`src/rtl/inst_asm_if.sv`:
```
// Fetch/consumer bundle for the instruction-assembly register.
// Optional parity members are present only when INST_ASM_PARITY_EN is defined.
interface inst_asm_if #(
  parameter int BUS_W  = 8,
  parameter int NBEATS = 2
);
  localparam int INST_W = BUS_W * NBEATS;
  localparam int CNT_W  = (NBEATS > 1) ? $clog2(NBEATS) : 1;

  logic              flush;
  logic              ena;
  logic [BUS_W-1:0]  data;
  logic              in_rdy;
  logic [INST_W-1:0] instr;
  logic              instr_vld;
  logic              instr_rdy;
  logic [CNT_W-1:0]  beat_cnt;
`ifdef INST_ASM_PARITY_EN
  logic              data_par;
  logic              instr_perr;

  modport master (
    output flush, ena, data, instr_rdy, data_par,
    input  in_rdy, instr, instr_vld, beat_cnt, instr_perr
  );
  modport slave (
    input  flush, ena, data, instr_rdy, data_par,
    output in_rdy, instr, instr_vld, beat_cnt, instr_perr
  );
`else
  modport master (
    output flush, ena, data, instr_rdy,
    input  in_rdy, instr, instr_vld, beat_cnt
  );
  modport slave (
    input  flush, ena, data, instr_rdy,
    output in_rdy, instr, instr_vld, beat_cnt
  );
`endif
endinterface

```
`src/rtl/inst_asm_reg.sv`:
```
// Assembles NBEATS fetch beats (MSB-first) into one instruction with a one-deep
// overflow buffer ahead of a valid/ready output. Optional: INST_ASM_PARITY_EN.
module inst_asm_reg #(
  parameter int BUS_W        = 8,
  parameter int NBEATS       = 2,
  parameter int ABORT_ON_GAP = 1
) (
  input  logic        clk,
  input  logic        rst,
  inst_asm_if.slave   bus
);
  localparam int INST_W = BUS_W * NBEATS;
  localparam int CNT_W  = (NBEATS > 1) ? $clog2(NBEATS) : 1;

  logic [CNT_W-1:0]  beat_cnt_q, beat_cnt_d;
  logic [INST_W-1:0] part_q, part_d;
  logic [INST_W-1:0] asm_q, asm_d;
  logic [INST_W-1:0] instr_q, instr_d;
  logic              asm_full_q, asm_full_d;
  logic              instr_vld_q, instr_vld_d;

  logic [INST_W-1:0] word;
  logic              acc, last_beat, take, out_free;
  logic              load_out, load_asm, pop_asm, drop_out;

  // A flush cycle accepts nothing; a full overflow buffer blocks every beat.
  assign acc       = bus.ena & ~asm_full_q & ~bus.flush;
  assign last_beat = (int'(beat_cnt_q) == NBEATS - 1);
  assign take      = instr_vld_q & bus.instr_rdy & ~bus.flush;
  assign out_free  = ~instr_vld_q | bus.instr_rdy;

  assign load_out  = acc & last_beat & out_free;
  assign load_asm  = acc & last_beat & ~out_free;
  assign pop_asm   = take & asm_full_q;
  assign drop_out  = take & ~asm_full_q & ~(acc & last_beat);

  always_comb begin
    word = part_q;
    for (int k = 0; k < NBEATS; k++) begin
      if (int'(beat_cnt_q) == k) word[INST_W-1-k*BUS_W -: BUS_W] = bus.data;
    end
  end

  always_comb begin
    beat_cnt_d  = beat_cnt_q;
    part_d      = part_q;
    asm_d       = asm_q;
    instr_d     = instr_q;
    asm_full_d  = asm_full_q;
    instr_vld_d = instr_vld_q;

    if (acc) part_d = word;

    if (bus.flush) begin
      beat_cnt_d = '0;
    end else if (acc) begin
      beat_cnt_d = last_beat ? '0 : beat_cnt_q + CNT_W'(1);
    end else if (!bus.ena && ABORT_ON_GAP != 0) begin
      // Stale bytes stay in part_q but are overwritten before they can be used.
      beat_cnt_d = '0;
    end

    if (bus.flush) begin
      asm_full_d  = 1'b0;
      instr_vld_d = 1'b0;
    end else if (load_out) begin
      instr_d     = word;
      instr_vld_d = 1'b1;
    end else if (load_asm) begin
      asm_d       = word;
      asm_full_d  = 1'b1;
    end else if (pop_asm) begin
      instr_d     = asm_q;
      asm_full_d  = 1'b0;
    end else if (drop_out) begin
      instr_vld_d = 1'b0;
    end
  end

  always_ff @(posedge clk) begin
    if (rst) begin
      beat_cnt_q  <= '0;
      part_q      <= '0;
      asm_q       <= '0;
      instr_q     <= '0;
      asm_full_q  <= 1'b0;
      instr_vld_q <= 1'b0;
    end else begin
      beat_cnt_q  <= beat_cnt_d;
      part_q      <= part_d;
      asm_q       <= asm_d;
      instr_q     <= instr_d;
      asm_full_q  <= asm_full_d;
      instr_vld_q <= instr_vld_d;
    end
  end

  assign bus.in_rdy    = ~asm_full_q;
  assign bus.instr     = instr_q;
  assign bus.instr_vld = instr_vld_q;
  assign bus.beat_cnt  = beat_cnt_q;

`ifdef INST_ASM_PARITY_EN
  logic beat_err, word_err;
  logic part_err_q, part_err_d;
  logic asm_err_q, asm_err_d;
  logic perr_q, perr_d;

  // Error flag accumulates across the beats of a word and follows the word.
  assign beat_err = ^{bus.data, bus.data_par};
  assign word_err = beat_err | ((beat_cnt_q != '0) & part_err_q);

  always_comb begin
    part_err_d = acc ? word_err : part_err_q;
    asm_err_d  = asm_err_q;
    perr_d     = perr_q;
    if (bus.flush) begin
      perr_d    = 1'b0;
      asm_err_d = 1'b0;
    end else if (load_out) begin
      perr_d    = word_err;
    end else if (load_asm) begin
      asm_err_d = word_err;
    end else if (pop_asm) begin
      perr_d    = asm_err_q;
    end
  end

  always_ff @(posedge clk) begin
    if (rst) begin
      part_err_q <= 1'b0;
      asm_err_q  <= 1'b0;
      perr_q     <= 1'b0;
    end else begin
      part_err_q <= part_err_d;
      asm_err_q  <= asm_err_d;
      perr_q     <= perr_d;
    end
  end

  assign bus.instr_perr = perr_q;
`endif
endmodule
```
`src/flat_wrapper.sv`:
```
// flat-port wrapper written by rule: the top's interface ports become plain ports
module inst_asm_reg_flat 
#(
  parameter int BUS_W        = 8,
  parameter int NBEATS       = 2,
  parameter int ABORT_ON_GAP = 1
)
  (clk, rst, bus_flush, bus_ena, bus_data, bus_instr_rdy, bus_in_rdy, bus_instr, bus_instr_vld, bus_beat_cnt);
  inst_asm_if #(.BUS_W(BUS_W), .NBEATS(NBEATS)) bus_i ();
  input  logic clk;
  input  logic rst;
  input wire logic [$bits(bus_i.flush)-1:0] bus_flush;
  input wire logic [$bits(bus_i.ena)-1:0] bus_ena;
  input wire logic [$bits(bus_i.data)-1:0] bus_data;
  input wire logic [$bits(bus_i.instr_rdy)-1:0] bus_instr_rdy;
  output wire logic [$bits(bus_i.in_rdy)-1:0] bus_in_rdy;
  output wire logic [$bits(bus_i.instr)-1:0] bus_instr;
  output wire logic [$bits(bus_i.instr_vld)-1:0] bus_instr_vld;
  output wire logic [$bits(bus_i.beat_cnt)-1:0] bus_beat_cnt;
  assign bus_i.flush = bus_flush;
  assign bus_i.ena = bus_ena;
  assign bus_i.data = bus_data;
  assign bus_i.instr_rdy = bus_instr_rdy;
  assign bus_in_rdy = bus_i.in_rdy;
  assign bus_instr = bus_i.instr;
  assign bus_instr_vld = bus_i.instr_vld;
  assign bus_beat_cnt = bus_i.beat_cnt;
  inst_asm_reg #(.BUS_W(BUS_W), .NBEATS(NBEATS), .ABORT_ON_GAP(ABORT_ON_GAP)) u_core (.clk(clk), .rst(rst), .bus(bus_i));
endmodule
```
`config.mk`:
```
export PLATFORM = sky130hd
export DESIGN_NAME = inst_asm_reg_flat
export DESIGN_NICKNAME = d
export VERILOG_FILES = /design/src/rtl/inst_asm_if.sv /design/src/rtl/inst_asm_reg.sv /design/src/flat_wrapper.sv
export SDC_FILE = /design/constraint.sdc
export NUM_CORES = 1
export LEC_CHECK = 0
export ABC_AREA = 1
export CAP_MARGIN = 0
export CORE_MARGIN = 2
export CORE_UTILIZATION = 45
export CTS_BUF_LIST = sky130_fd_sc_hd__clkbuf_8
export DETAILED_ROUTE_END_ITERATION = 8
export GPL_TIMING_DRIVEN = 0
export PLACE_DENSITY = 0.71
export SLEW_MARGIN = 10
export SYNTH_ARGS = -nofsm -noshare
export SYNTH_HDL_FRONTEND = slang
export SYNTH_SLANG_ARGS = --single-unit
```
`constraint.sdc`:
```
create_clock -name clk -period 1.2 [get_ports clk]
set_input_delay 0.24 -clock clk [delete_from_list [all_inputs] [get_ports clk]]
set_output_delay 0.24 -clock clk [all_outputs]
set_load 0.01 [all_outputs]
```
==> impl_results.md, run 1 <==
- Die Wd: 76.4 µm
- Sequential area share after synthesis: 0.432
- Count of different cell masters after synthesis: 24
- Drt drc: 0
- Post-route ant nets: 0
- Hold/Removal Path Class: in2reg
- # rows: 26
- P per Cell Area: 863 nW/µm²
- Max Clock Freq: 0.706 GHz
- Lkg Pwr: 1.72 nW
- Aggregate routed wire length: 8040 µm
- P&R area growth vs syn: 64.7%
- CTS tree: done
- Max clock buf depth: 2
- Final WS setup: -216 ps
- GRT overflow: 0
- Tcrit/Tclk final: 1.18
- Routed vias/inst: 5.33
- Most frequent cells in the layout: dfxtp_1, nand2_1, nor2_1
- Diode count: 0
- Hold Path Origin: bus_ena
- Core ar.: 5070 µm²
- R2r worst-path depth: 9
- Critical path data required time: 1460 ps
- Clock Skew: 13.0 ps
- Die footprint: 5840 µm²
- CP Launch Type: flop
- H-tree levels: 2
- CP startpoint: u_core.bus.beat_cnt
- Syn Inst Count: 336
- Placer Congestion: 0.894
- Placed insts: 437
- Fin nets: 430
- Setup CP Type: reg2reg
- Hold-fix buffers at CTS: 0
- Fin cells: 488
- Critical Path Sink Type: flop
- Die Ht: 76.4 µm
- Max Cap Viol: 0
- Final Hold Vio Count: 0
- Setup violators final: 45
- Failing checks: negative setup slack
- First-pass GRT wire length: 12000 µm
- Worst Tran Pin Value: 503 ps
- Post-Syn Area: 2360 µm²
- Vias in the first global route: 2581
- Yosys top cell area share: 0.432
- Min-Delay Path Depth: 3
- Slew margin rel.: 0.665
- Biggest area consumer among synthesized cells: dfxtp_1
- Top post-synthesis cells by area: dfxtp_1, nand2_1, nor2_1, o21ai_0, nand3b_1
- Worst-Skew Late Latency: 320 ps
- DRT Pass-1 Iters: 4
- Yosys reg bits: 51
- Layout cells sized above 1: 0.428
- Clock buffer count from CTS: 5
- Final Power: 3.36 mW
- Outcome: complete, but fails checks
- Ports: 32
- Worst Path Arrival: 1670 ps
- Max Slew Vio Count: 0
- Most common cell after layout, fill and taps aside: dfxtp_1
- Gr usage total: 0.254
- Pre-CTS worst setup slack: -670 ps
- PortBufs: 31
- Pin count of the biggest net entering global routing: 17
- Wire per inst: 16.5 µm
- Synthesized Nets: 349
- Period minus WS final: 1420 ps
- Clock transition at the registers of the reported paths: 90 ps
- Fin Setup TNS: -4890 ps
- Yosys warns: 0
- Clock sink total: 51
- Mapped Avg Cell Area: 7.03 µm²
- Starting Density: 0.465
- Post-DP HPWL: 4000 µm
- Vias: 2603
- Max IR drop VDD: 0.915 mV
- DR iter-0 viols: 181
- Worst Path Max Fanout: 7
- Antenna violations before repair: 0
- FF-to-FF Start: u_core.bus.beat_cnt
- RSZ-0062 raised after global routing: yes
- Root buffer cell: clkbuf_8
==> synth_stat cells, drive strengths merged <==
| library cell | number |
|---|---|
| nand2 | 69 |
| nor2 | 66 |
| dfxtp | 51 |
| o21ai | 49 |
| inv | 24 |
| a21oi | 18 |
| nand3 | 18 |
| nand3b | 16 |
| buf | 12 |
| clkbuf | 9 |
| nand4 | 2 |
| a211oi | 1 |
| and2 | 1 |
==> per-layer routing <==
layer / share of wire / global-route usage
met4: 0.031 / 0.118
met5: 0 / 0
met2: 0.52 / 0.447
met3: 0.042 / 0.0604
met1: 0.41 / 0.291
==> report_power, final <==
part	internal [mW]	switching [mW]	total [mW]	leakage, nW
Clock	0.474	0.605	1.08	0.0517
Sequential	1.73	0.0142	1.75	0.416
Combinational	0.215	0.318	0.532	1.25
Total	2.42	0.937	3.36	1.72
==> sequential cells by signal, indices dropped and copies added (netlist names) <==
| register | flops |
|---|---|
| u_core.asm_full_q | 1 |
| u_core.asm_q | 16 |
| u_core.bus.beat_cnt | 1 |
| u_core.bus.instr | 16 |
| u_core.bus.instr_vld | 1 |
| u_core.part_q | 16 |
==> area by class of cell <==
type	instances	area [µm²]
buffer	20	210
sequential	51	1030
inverter	24	113
tap	70	87.6
multi-input combinational	241	1610
fill	376	1190
timing repair buffer	74	743
clock buffer	6	82.6
clock inverter	2	15.0
==> timing repair <==
| action | 4_1_cts | 5_1_grt |
|---|---|---|
| hold endpoints to repair | 0 | 0 |
| gates cloned | 5 | 0 |
| endpoints found under the setup margin | 70 | 55 |
| pin swaps | 33 | 27 |
| buffers inserted | 32 | 9 |
| resized for setup | 164 | 80 |
==> stage by stage <==
stage / util / area (µm²) / hold WS, ps
after global placement: 0.555 / 2820 / 435
after detailed placement: 0.555 / 2820 / 442
after global routing: 0.766 / 3890 / 403
final: 0.766 / 3890 / 415
after floorplan: - / 2420 / 385
after CTS: 0.715 / 3630 / 407
==> kinds of logic after synthesis <==
logic type | share of synthesized area
AO/OA/AOI/OAI | 0.145
buffers and inverters | 0.0843
flip-flops | 0.432
AND/OR/NAND/NOR | 0.338
==> worst paths after layout <==
path	end	slack (ps)
setup reg to reg	u_core.bus.instr[9]	-220
hold reg to reg	u_core.part_q[12]	480
setup / recovery	u_core.bus.instr[9]	-220
hold / removal	u_core.bus.beat_cnt	420
==> worst max-delay path, cell delays in order (launching register included) <==
cell and delay, ps:
dfxtp_2 340, buf_6 140, clkinv_8 80, buf_8 140
buf_6 130, o21ai_4 210, nand3_2 120, nand2_2 80
nor2_2 30, nor2_1 60
Power figures use the tool's default switching activity.
==> inputs of run 2 (changes only) <==
--- a/config.mk
+++ b/config.mk
@@ -7,7 +7,7 @@
 export LEC_CHECK = 0
 export ABC_AREA = 1
 export CAP_MARGIN = 0
-export CORE_MARGIN = 2
+export CORE_MARGIN = 10
 export CORE_UTILIZATION = 45
 export CTS_BUF_LIST = sky130_fd_sc_hd__clkbuf_8
 export DETAILED_ROUTE_END_ITERATION = 8
==> impl_results.md, run 2 (same netlist as run 1, synthesis figures left out) <==
- Lkg Pwr: 1.65 nW (-4.2%)
- Die Wd: 92.4 µm (+21%)
- Max Cap Viol: 0 (unchanged)
- Outcome: complete, but fails checks
- Max Slew Vio Count: 0 (unchanged)
- Critical Path Sink Type: flop
- Worst-Skew Late Latency: 310 ps (about the same)
- Vias in the first global route: 2359 (-8.6%)
- Logic pwr share: 0.144 (-0.015)
- Most common cell after layout, fill and taps aside: nand2_1
- Slowest stage delay, CP: 370 ps (+30 ps)
- Antenna violations before repair: 0 (unchanged)
- Pre-CTS worst setup slack: -691 ps (-21.5 ps)
- Wire per inst: 15.6 µm (-5.4%)
- Core Util, Final: 0.732 (-0.0340)
- Gr usage total: 0.161 (-0.0934)
- Switching pwr: 897 µW (-4.3%)
- Final Power: 3.67 mW (+9.4%)
- Clock buffer count from CTS: 5 (unchanged)
- Placer Congestion: 0.857 (-4.2%)
- CP Cell Sequence: buf_8, inv_12, nor2_8, nand2_8, clkbuf_16, o21ai_2, nor2_1
- Pin count of the biggest net entering global routing: 16 (-1)
- Vias: 2440 (-6.3%)
- Core ar.: 5110 µm² (+0.64%)
- P&R area growth vs syn: 58.3%
- Worst Path Max Fanout: 8 (+1)
- Most frequent cells in the layout: nand2_1, nor2_1, dfxtp_1
- Switching Fraction: 0.244 (-0.0350)
- Post-layout instance area: 3740 µm² (-3.8%)
- Setup violators final: 34 (-24%)
- # rows: 26 (unchanged)
- Critical path buffers and inverters: 3 (-1)
- Diode count: 0 (unchanged)
- Layout cells sized above 1: 0.371 (-0.0576)
- Placed Area: 2820 µm² (unchanged)
- CP Launch Type: flop
- Die footprint: 8540 µm² (+46%)
- GRT overflow: 0 (unchanged)
- Hold/Removal Path Class: in2reg
- Power Internal: 2.78 mW (+15%)
- Post-DP HPWL: 4220 µm (+5.6%)
- DR iter-0 viols: 199 (+9.9%)
- Ports: 32 (unchanged)
- Hold-fix buffers at CTS: 0 (unchanged)
- Max clock buf depth: 2 (unchanged)
- Clock transition at the registers of the reported paths: 90 ps (about the same)
- CP top delay family: buffers and inverters
- Root buffer cell: clkbuf_8
- Clock Skew: 10.7 ps (-2.27 ps)
- Aggregate routed wire length: 7350 µm (-8.5%)
- Failing checks: negative setup slack
- Crit-path slowest cell: dfxtp_4
- Seq pwr share: 0.475 (-0.045)
- Max Clock Freq: 0.757 GHz (+7.2%)
- Die Ht: 92.4 µm (+21%)
- PortBufs: 31 (unchanged)
- First-pass GRT wire length: 11300 µm (-5.5%)
- Slew margin rel.: 0.776 (+0.112)
- Period minus WS final: 1320 ps (-94.9 ps)
- H-tree levels: 2 (unchanged)
- Final Hold Vio Count: 0 (unchanged)
- Fin Hold WS: 452 ps (+36.2 ps)
- Routed vias/inst: 5.17 (-3.1%)
- Drt drc: 0 (unchanged)
- RSZ-0062 raised after global routing: yes
- Final WS setup: -121 ps (+94.9 ps)
- Max IR drop VDD: 0.789 mV (-14%)
- Worst Path Arrival: 1530 ps (-140 ps)
- Fin nets: 414 (-3.7%)
- CTS tree: done
- Tcrit/Tclk final: 1.10 (-0.0791)
- Post-route ant nets: 0 (unchanged)
- P per Cell Area: 982 nW/µm² (+14%)
- Starting Density: 0.462 (-0.00296)
- Clock sink total: 51 (unchanged)
- DRT Pass-1 Iters: 4 (unchanged)
- Critical path data required time: 1410 ps (-50 ps)
- Worst Tran Pin Value: 335 ps (-167 ps)
- Clk pwr share: 0.381 (+0.060)
- Setup CP Type: reg2reg
## run 2: cell count changes in the layout (fill, tap and decap cells not counted), moves of 4 or more
cell	previous run	this run
buf_8	6	2
nand3_2	9	5
nand2_1	44	53
o21ai_1	11	7
nand3_1	7	12
o21ai_2	22	27
buf_4	18	14
nor2_1	44	49
nand2_2	20	10
nor2_2	19	13
buf_6	26	15
## run 2: power groups by stage
stage | Clock (mW) | Combinational [mW] | Sequential [mW]
5_1_grt | 1.48 | 0.567 | 1.75
3_3_place_gp | 0 | 0.303 | 1.78
4_1_cts | 1.41 | 0.415 | 1.74
6_report | 1.40 | 0.529 | 1.74
2_1_floorplan | 0 | 0.182 | 1.79
3_5_place_dp | 0 | 0.307 | 1.78
## run 2: area by class of cell
type | count | area, µm²
plain buffers | 20 | 211
clock buffers | 5 | 68.8
clock inverters | 3 | 63.8
fillers | 384 | 1370
inverters | 24 | 115
multi-input cells | 240 | 1550
flip-flops and latches | 51 | 1030
well taps | 70 | 87.6
repair buffers | 59 | 611
## run 2: what timing repair did
item                       in CTS  in global routing
setup endpoints to repair      70                 57
resized for setup             137                 85
buffers inserted               13                 10
gates cloned                    4                  1
pin swaps                      16                 22
## run 2: metrics by stage
step / TNS (ps) / std cells
floorplan: -289 / 336
global placement: -26990 / 437
detailed placement: -27580 / 437
CTS: -1760 / 462
global route: -4670 / 472
finish: -2140 / 472
## run 2: metal layers
layer,global-route usage,wire length (µm),vias up
li1,-,-,1214
met1,0.192,3050,1129
met2,0.265,3680,79
met3,0.0468,429,18
met4,0.0681,192,0
met5,0,0,-
## run 2: path summary, 6_finish.rpt
check	from	slack, ps	cells after the start	endpoint
max reg2reg	u_core.bus.beat_cnt	-120	7	u_core.asm_q[10]
max	u_core.bus.beat_cnt	-120	7	u_core.asm_q[10]
min reg2reg	u_core.part_q[4]	480	2	u_core.part_q[4]
min	bus_ena	450	3	u_core.bus.beat_cnt
## run 2: worst reg2reg max path, delay by kind of cell, from the launching register on
family	cells	cell delay (ps)
buf+inv	3	390
flops	1	370
simple gates	3	340
compound gates	1	120
